**src/rtl/mkt_msg_parser_v2.sv**
```systemverilog
// mkt_msg_parser_v2 -- market-data message byte parser.
//
// Collects a byte stream (valid/ready, start-of-message marked) into fixed
// length messages and splits each one into msg_type, stock_id, order_id,
// price, quantity and padding. Field widths and byte order are parameters.
// A finished message is copied into a one-entry output slot, so the next
// message can be collected while the consumer is still busy with this one.
//
// Ports:
//   clk, reset_n          clock, asynchronous active-low reset
//   in_valid/in_ready     input byte handshake
//   in_sop, byte_in       start-of-message flag and data byte
//   out_valid/out_ready   output slot handshake
//   msg_type .. padding   fields of the message held in the slot
//   msg_count             messages delivered (saturating)
//   err_count             messages aborted by an early sop (saturating)
//   drop_count            bytes discarded while hunting for sop (saturating)
module mkt_msg_parser_v2 #(
  parameter int STOCK_BYTES = 1,
  parameter int ORDER_BYTES = 4,
  parameter int PRICE_BYTES = 4,
  parameter int QTY_BYTES   = 4,
  parameter int MSG_BYTES   = 16,
  parameter int BIG_ENDIAN  = 1,
  parameter int CNT_W       = 16,
  localparam int PAD_BYTES  = MSG_BYTES - 1 - STOCK_BYTES - ORDER_BYTES - PRICE_BYTES - QTY_BYTES,
  localparam int PAD_W      = (PAD_BYTES == 0) ? 1 : 8 * PAD_BYTES
) (
  input  logic                     clk,
  input  logic                     reset_n,
  input  logic                     in_valid,
  output logic                     in_ready,
  input  logic                     in_sop,
  input  logic [7:0]               byte_in,
  output logic                     out_valid,
  input  logic                     out_ready,
  output logic [7:0]               msg_type,
  output logic [8*STOCK_BYTES-1:0] stock_id,
  output logic [8*ORDER_BYTES-1:0] order_id,
  output logic [8*PRICE_BYTES-1:0] price,
  output logic [8*QTY_BYTES-1:0]   quantity,
  output logic [PAD_W-1:0]         padding,
  output logic [CNT_W-1:0]         msg_count,
  output logic [CNT_W-1:0]         err_count,
  output logic [CNT_W-1:0]         drop_count
);

  localparam int MSG_W     = 8 * MSG_BYTES;
  localparam int IDX_W     = $clog2(MSG_BYTES);
  localparam int STOCK_W   = 8 * STOCK_BYTES;
  localparam int ORDER_W   = 8 * ORDER_BYTES;
  localparam int PRICE_W   = 8 * PRICE_BYTES;
  localparam int QTY_W     = 8 * QTY_BYTES;
  localparam int OFF_STOCK = 1;
  localparam int OFF_ORDER = OFF_STOCK + STOCK_BYTES;
  localparam int OFF_PRICE = OFF_ORDER + ORDER_BYTES;
  localparam int OFF_QTY   = OFF_PRICE + PRICE_BYTES;
  localparam int OFF_PAD   = OFF_QTY + QTY_BYTES;
  localparam logic [IDX_W-1:0] LAST_IDX = IDX_W'(MSG_BYTES - 1);

  typedef enum logic [1:0] {
    HUNT    = 2'd0,
    COLLECT = 2'd1,
    HOLD    = 2'd2
  } state_t;

  // Pull an nb-byte field starting at byte offset off out of the shadow
  // buffer (byte i of the message lives in bits [8i+7:8i]). Big-endian
  // shifts each byte in at the LSB, so the first byte ends up as the MSB.
  function automatic logic [63:0] get_field(input logic [MSG_W-1:0] b,
                                            input int off, input int nb);
    logic [63:0] sh;
    logic [63:0] f;
    sh = 64'(b >> (off * 8));
    f  = '0;
    for (int k = 0; k < 8; k++) begin
      if (k < nb) begin
        if (BIG_ENDIAN != 0) f = {f[55:0], sh[k*8 +: 8]};
        else                 f[k*8 +: 8] = sh[k*8 +: 8];
      end
    end
    return f;
  endfunction

  function automatic logic [CNT_W-1:0] sat_inc(input logic [CNT_W-1:0] c);
    return (&c) ? c : c + CNT_W'(1);
  endfunction

  state_t             state_q, state_d;
  logic [IDX_W-1:0]   idx_q, idx_d;
  logic [MSG_W-1:0]   buf_q, buf_d;
  logic               in_ready_q, in_ready_d;
  logic               out_valid_q, out_valid_d;
  logic [7:0]         type_q, type_d;
  logic [STOCK_W-1:0] stock_q, stock_d;
  logic [ORDER_W-1:0] order_q, order_d;
  logic [PRICE_W-1:0] price_q, price_d;
  logic [QTY_W-1:0]   qty_q, qty_d;
  logic [PAD_W-1:0]   pad_q, pad_d;
  logic [CNT_W-1:0]   msg_cnt_q, msg_cnt_d;
  logic [CNT_W-1:0]   err_cnt_q, err_cnt_d;
  logic [CNT_W-1:0]   drop_cnt_q, drop_cnt_d;

  logic acc;
  logic hs;
  logic slot_free;
  logic load;

  assign acc       = in_valid & in_ready_q;
  assign hs        = out_valid_q & out_ready;
  // Slot is usable if empty, or if its current content leaves this cycle.
  assign slot_free = ~out_valid_q | hs;

  always_comb begin
    state_d     = state_q;
    idx_d       = idx_q;
    buf_d       = buf_q;
    type_d      = type_q;
    stock_d     = stock_q;
    order_d     = order_q;
    price_d     = price_q;
    qty_d       = qty_q;
    pad_d       = pad_q;
    err_cnt_d   = err_cnt_q;
    drop_cnt_d  = drop_cnt_q;
    load        = 1'b0;
    out_valid_d = out_valid_q & ~hs;
    msg_cnt_d   = hs ? sat_inc(msg_cnt_q) : msg_cnt_q;

    case (state_q)
      HUNT: begin
        if (acc) begin
          if (in_sop) begin
            buf_d       = '0;
            buf_d[7:0]  = byte_in;
            idx_d       = IDX_W'(1);
            state_d     = COLLECT;
          end else begin
            drop_cnt_d  = sat_inc(drop_cnt_q);
          end
        end
      end
      COLLECT: begin
        if (acc) begin
          if (in_sop) begin
            // Early sop: abandon the partial message, restart with this byte.
            err_cnt_d  = sat_inc(err_cnt_q);
            buf_d      = '0;
            buf_d[7:0] = byte_in;
            idx_d      = IDX_W'(1);
          end else begin
            for (int i = 0; i < MSG_BYTES; i++) begin
              if (idx_q == IDX_W'(i)) buf_d[i*8 +: 8] = byte_in;
            end
            if (idx_q == LAST_IDX) begin
              idx_d = '0;
              if (slot_free) begin
                load    = 1'b1;
                state_d = HUNT;
              end else begin
                state_d = HOLD;
              end
            end else begin
              idx_d = idx_q + IDX_W'(1);
            end
          end
        end
      end
      HOLD: begin
        if (hs) begin
          load    = 1'b1;
          state_d = HUNT;
        end
      end
      default: state_d = HUNT;
    endcase

    // Copy from buf_d so the final byte of the message is included.
    if (load) begin
      out_valid_d = 1'b1;
      type_d      = buf_d[7:0];
      stock_d     = STOCK_W'(get_field(buf_d, OFF_STOCK, STOCK_BYTES));
      order_d     = ORDER_W'(get_field(buf_d, OFF_ORDER, ORDER_BYTES));
      price_d     = PRICE_W'(get_field(buf_d, OFF_PRICE, PRICE_BYTES));
      qty_d       = QTY_W'(get_field(buf_d, OFF_QTY, QTY_BYTES));
      pad_d       = (PAD_BYTES > 0) ? PAD_W'(get_field(buf_d, OFF_PAD, PAD_BYTES)) : '0;
    end

    in_ready_d = (state_d != HOLD);
  end

  always_ff @(posedge clk or negedge reset_n) begin
    if (!reset_n) begin
      state_q     <= HUNT;
      idx_q       <= '0;
      buf_q       <= '0;
      in_ready_q  <= 1'b0;
      out_valid_q <= 1'b0;
      type_q      <= '0;
      stock_q     <= '0;
      order_q     <= '0;
      price_q     <= '0;
      qty_q       <= '0;
      pad_q       <= '0;
      msg_cnt_q   <= '0;
      err_cnt_q   <= '0;
      drop_cnt_q  <= '0;
    end else begin
      state_q     <= state_d;
      idx_q       <= idx_d;
      buf_q       <= buf_d;
      in_ready_q  <= in_ready_d;
      out_valid_q <= out_valid_d;
      type_q      <= type_d;
      stock_q     <= stock_d;
      order_q     <= order_d;
      price_q     <= price_d;
      qty_q       <= qty_d;
      pad_q       <= pad_d;
      msg_cnt_q   <= msg_cnt_d;
      err_cnt_q   <= err_cnt_d;
      drop_cnt_q  <= drop_cnt_d;
    end
  end

  assign in_ready   = in_ready_q;
  assign out_valid  = out_valid_q;
  assign msg_type   = type_q;
  assign stock_id   = stock_q;
  assign order_id   = order_q;
  assign price      = price_q;
  assign quantity   = qty_q;
  assign padding    = pad_q;
  assign msg_count  = msg_cnt_q;
  assign err_count  = err_cnt_q;
  assign drop_count = drop_cnt_q;

endmodule

```
**config.mk**
```make
export PLATFORM = sky130hd
export DESIGN_NAME = mkt_msg_parser_v2
export DESIGN_NICKNAME = d
export VERILOG_FILES = /design/src/rtl/mkt_msg_parser_v2.sv
export SDC_FILE = /design/constraint.sdc
export NUM_CORES = 1
export LEC_CHECK = 0
export ABC_AREA = 1
export CAP_MARGIN = 15
export CELL_PAD_IN_SITES_DETAIL_PLACEMENT = 1
export CELL_PAD_IN_SITES_GLOBAL_PLACEMENT = 1
export CORE_AREA = 5 5 248 250
export CTS_CLUSTER_SIZE = 24
export DETAILED_ROUTE_END_ITERATION = 12
export DIE_AREA = 0 0 253 255
export PLACE_DENSITY_LB_ADDON = 0.1
export SYNTH_ARGS = -nofsm -noshare
export SYNTH_HDL_FRONTEND = slang
export SYNTH_SLANG_ARGS = --single-unit
```
**constraint.sdc**
```tcl
create_clock -name clk -period 2.47 [get_ports clk]
set_input_delay 0.247 -clock clk [delete_from_list [all_inputs] [get_ports clk]]
set_output_delay 0.247 -clock clk [all_outputs]
set_load 0.1 [all_outputs]
```
## Word level (Yosys, flattened, before mapping)

Index checks and enable logic that the tools add are counted.

| storage, ports and cells | value |
|---|---|
| register bits | 312 |
| input bits | 13 |
| output and inout bits | 178 |
| word-level logic and storage cells | 101 |

| cells by class | value |
|---|---|
| $add $sub $neg | 4 |
| eq/ne operators | 21 |
| muxes and demuxes | 42 |
| bitwise operators | 10 |
| reductions and logical operators | 10 |

Operators by type and width:

| cell | count |
|---|---|
| two-way mux 128 bit | 4 |
| one-hot mux 128 bit (2 select lines) | 1 |
| two-way mux 8 bit | 16 |
| adder 16 x 1 -> 16 bit, second input constant | 3 |
| AND reduction 16 bit | 3 |
| == test 4 bit, second input constant | 8 |
| two-way mux 4 bit | 5 |
| == test 4 x 3 -> 1 bit, second input constant | 4 |
| two-way mux 2 bit | 7 |
| AND reduction 4 bit | 3 |
| == test 4 x 2 -> 1 bit, second input constant | 2 |
| inequality test 2 bit, second input constant | 4 |
| one-hot mux 4 bit (2 select lines) | 1 |
| two-way mux 1 bit | 6 |
| inverter 1 bit | 6 |
| one-hot mux 2 bit (3 select lines) | 1 |
| adder 4 x 1 -> 4 bit, second input constant | 1 |
| == test 4 x 1 -> 1 bit, second input constant | 1 |
| logical NOT 4 bit | 1 |
| bitwise AND 1 bit | 3 |
| == test 2 x 1 -> 1 bit, second input constant | 1 |
| == test 2 bit, second input constant | 1 |
| logical NOT 2 bit | 1 |
| one-hot mux 1 bit (2 select lines) | 1 |
| other kinds (3) | 3 |

## Depth between registers and ports, before layout

| depth | value |
|---|---|
| depth in word-level cells | 8 |
| mapped depth | 12 |
| mapped depth without buffers | 12 |

## Worst setup path after synthesis

OpenSTA, ideal clock, no wires.

| timing | value |
|---|---|
| path type | register to register |
| from | register err_cnt_q[0] (netlist: err_count[0]) |
| to | register err_cnt_q[13] (netlist: err_count[13]) |
| setup time | 120 ps |
| data arrival time | 2236 ps |
| required time | 2350 ps |
| setup slack | 114 ps |
| stages on the path, launching flop included | 10 |
| path buffers | 1 |
| period minus slack after synthesis | 2356 ps |
| cells stage by stage | dfrtp_1 -> ha_1 -> nand2_1 -> nor2_1 -> nand4_1 -> nand2_2 -> inv_1 -> buf_4 -> nand2_1 -> nand2_1 |

| between the ends | value |
|---|---|
| longest elaborated chain between the ends | 3 |
| elaborated cells between the ends (all ways) | 4 |
| those cells by class | add/sub: 1; bitwise: 1; reduce/logical: 2 |

RTL lines:

| element | line | RTL |
|---|---|---|
| from (decl) | 101 | `logic [CNT_W-1:0] err_cnt_q, err_cnt_d;` |
| from (signal assigned) | 221 | `err_cnt_q <= err_cnt_d;` |
| branches (longest 3 deep; another with adder 16 x 1 -> 16 bit) | - |  |

Parallel ways; which one is timed is not known.
A chain may end at the register's enable or synchronous reset.

## Worst setup path after layout

| timing | value |
|---|---|
| from | register state_q[1] |
| to | register price_q[17] (netlist: price[17]) |

| between the ends | value |
|---|---|
| longest elaborated chain between the ends | 2 |
| elaborated cells between the ends (all ways) | 5 |
| those cells by class | eq/ne: 2; mux: 2; reduce/logical: 1 |

RTL lines:

| element | line | RTL |
|---|---|---|
| from (decl) | 89 | `state_t state_q, state_d;` |
| from (signal assigned) | 209 | `state_q <= state_d;` |
| == test 2 x 1 -> 1 bit or logical NOT 2 bit (tied branches) | 130 | `case (state_q)` |
| one-hot mux 128 bit (2 select lines) * | 130 |  |
| net buf_d[57] | 91 | `logic [MSG_W-1:0] buf_q, buf_d;` |
| to (signal assigned) | 217 | `price_q <= price_d;` |
| to (decl) | 97 | `logic [PRICE_W-1:0] price_q, price_d;` |

Mark *: on every way through the listed nets, which the timed path passes. The rest lies on a longest branch.

==> flow_summary_export.csv <==
group,metric,value,unit
final_layout,final_cell_mix,"901 x nand2_1, 312 x dfrtp_1, 223 x buf_4",
clock_network,root_buffer,"clkbuf_16",
route,ant_nets,0,
route,routedWlPerCell,17.94,um
logic_synthesis,postSynthAreaPerCell,7.944,sq um
placed_design,gp_congestion,0.7666,
global_routing,grt_first_pass_wirelength,79680,um
clock_network,clock_path_buffers,3,
placed_design,post-place-ws,-0.007137,ns
pwr,power_leakage,10.02,nW
logic_synthesis,syn_inst,1829,
timing,finalSetupViolCount,0,
global_routing,overflow,0,
timing,tns,0,ns
global_routing,grt_pass1_vias,13230,
pwr,max-vdd-ir-drop,576.3,uV
global_routing,grt_max_degree,83,
final_layout,fin_area,18450,sq um
route,drc,0,
logic_synthesis,yosysSeqAreaShare,0.5373,
timing,rsz0062_at_grt,"no",
floorplanning,die_x,253,um
final_layout,n_antenna_cell,0,
clock_network,cts_tree,"done",
worst_setup_path,required,2.97,ns
logic_synthesis,async_flop_share,1.000,
placed_design,place_hpwl,35180,um
outcome,status,"finished, final reports clean",
logic_synthesis,synth_edf_count,0,
clock_network,cts.sinks,312,
worst_setup_path,start_kind,"flip-flop",
final_layout,utilization,0.3137,
route,vias,12460,
global_routing,track_usage,0.1575,
floorplanning,die_y,255,um
floorplanning,pin_count,191,
floorplanning,core_region_area,58800,sq um
route,dr.pass1.iters,4,
worst_setup_path,critPathMaxFanout,10,
global_routing,antenna_found_initial,0,
placed_design,place_area,17110,sq um
logic_synthesis,ys_seq_elements,312,
job,drv_cap,0,
logic_synthesis,syn-num-nets,1853,
clock_network,cts_buffers,41,
final_layout,syn_to_final_growth,26.95,%
final_layout,nFillCells,6970,
route,vias_per_cell,4.370,
logic_synthesis,ys_warn_count,0,
floorplanning,dieArea,64520,sq um
route,first_iter_violations,483,
final_layout,layout_commonest_cell,"nand2_1",
timing,period_minus_slack,2.281,ns
final_layout,layout-drive-gt1-share,0.1612,
timing,final_max_slew_viol_count,0,
route,totalWireLength,51130,um
worst_setup_path,critPathKind,"reg2reg",
timing,max_slew_margin,0.5732,
pwr,power,14.90,mW
timing,hold_viol,0,
timing,worstMarginPinSlew,0.6379,ns
timing,fmax,438.4,MHz
timing,fin_skew,0.02209,ns
worst_setup_path,critPathCaptureType,"flip-flop",
clock_network,clkLatencyLatePin,0.57,ns
hold_path,worstHoldPathType,"in2async",
pwr,powerDensity,807.8,nW/um^2
timing,fin_crit_sh,0.9234,
floorplanning,start_util,0.2471,
timing,fin_ws,0.1892,ns
clock_network,cts.htree.levels,2,
placed_design,portBuffers,190,
logic_synthesis,yosys_most_used_dff,"dfrtp_1",
clock_network,cts_resized,0,
logic_synthesis,synth_area,14530,sq um
clock_network,clk_pin_slew,0.06,ns
logic_synthesis,synth.distinct_cells,29,
floorplanning,fp-row-count,89,
worst_setup_path,arrival,2.79,ns
final_layout,finalNetCount,2073,
metal layers:
layer  track usage  routed length, um  vias to the layer above
met4       0.04566               1209                        0
met3       0.02540               1896                       58
met1        0.2217              24850                     6046
met5             0                  0                        -
li1              -                  -                     6167
met2        0.2520              23180                      188
synthesized netlist by cell type, types with 2 or more instances:
library cell	n	share of area
inv_2	5	0.0013
nand2_2	6	0.0026
nand2_1	902	0.23
nand3_1	102	0.035
dfrtp_1	312	0.54
o21ai_2	20	0.012
xor2_1	17	0.010
buf_2	34	0.012
o211ai_1	32	0.017
xnor2_1	18	0.011
nor2_2	4	0.0017
buf_6	4	0.0031
nor2_1	66	0.017
clkbuf_1	9	0.0023
o21ai_0	40	0.014
nor2_4	2	0.0015
ha_1	11	0.0095
buf_4	22	0.011
inv_1	137	0.035
o21ai_1	16	0.0055
nor3_1	6	0.0021
nand4_1	32	0.014
a21oi_1	26	0.0090
final timing paths:
kind / start / cells after the start / slack (ns) / endpoint
setup / recovery: state_q[1] / 11 / 0.19 / price[17]
hold / removal: reset_n / 2 / 0.24 / msg_count[0]
setup reg to reg: state_q[1] / 11 / 0.19 / price[17]
hold reg to reg: buf_q[36] / 2 / 0.47 / buf_q[36]
max in group asynchronous: reset_n / 3 / 1.42 / price[0]
min in group clk: byte_in[0] / 3 / 0.42 / buf_q[0]
state kept, by name, summed over array words and instances, names as in the netlist:
signal / flops
buf_q: 128
drop_count: 16
err_count: 16
idx_q: 4
in_ready: 1
msg_count: 16
msg_type: 8
order_id: 32
out_valid: 1
padding: 16
price: 32
quantity: 32
state_q: 2
stock_id: 8
power by group:
group	leakage, nW	switching [mW]	internal (mW)	total [mW]
logic	5.07	2.44	0.802	3.24
clock network	0.650	2.38	3.55	5.93
registers	4.29	0.272	5.46	5.73
cell type report:
class | instances | area [sq um] | area share
Multi-Input combinational cell | 1304 | 5781 | 0.3134
Sequential cell | 312 | 7807 | 0.4233
Tap cell | 773 | 967.2 | 0.05243
Inverter | 143 | 539.3 | 0.02923
Clock inverter | 8 | 78.83 | 0.004273
Clock buffer | 64 | 1244 | 0.06742
Timing Repair Buffer | 247 | 2029 | 0.1100
cells by family (layout without fill, tap and decap cells):
| kind of cell | after synthesis | after routing | share of synthesized area |
|---|---|---|---|
| AOI/OAI and AO/OA | 136 | 136 | 0.05787 |
| xor gates and xnor gates | 35 | 35 | 0.02110 |
| adders and majority gates | 11 | 11 | 0.009472 |
| buffers and inverters | 213 | 462 | 0.06570 |
| DFF | 312 | 312 | 0.5373 |
| and+or+nand+nor | 1122 | 1122 | 0.3085 |
stage by stage:
stage,hold slack (ns),instances
floorplan,-0.04859,1829
global placement,0.2408,2778
detailed placement,0.2389,2778
CTS,0.2273,2851
global route,0.2527,2851
finish,0.2354,2851
timing repair:
item                                   CTS  global route
endpoints found under the hold margin   44             0
setup buffers                            0             0
setup endpoints to repair                0             0
hold buffers                             1             0
worst max-delay path: stages, from the launching register on:
cell,delay (ns)
dfrtp_1,0.41
inv_1,0.12
ha_1,0.37
inv_1,0.12
nor2_2,0.13
nand2_2,0.14
nor2_1,0.39
buf_4,0.26
nand2_1,0.08
nand2_1,0.10
nand2_1,0.06
nand2_1,0.06
Power figures use the tool's default switching activity.
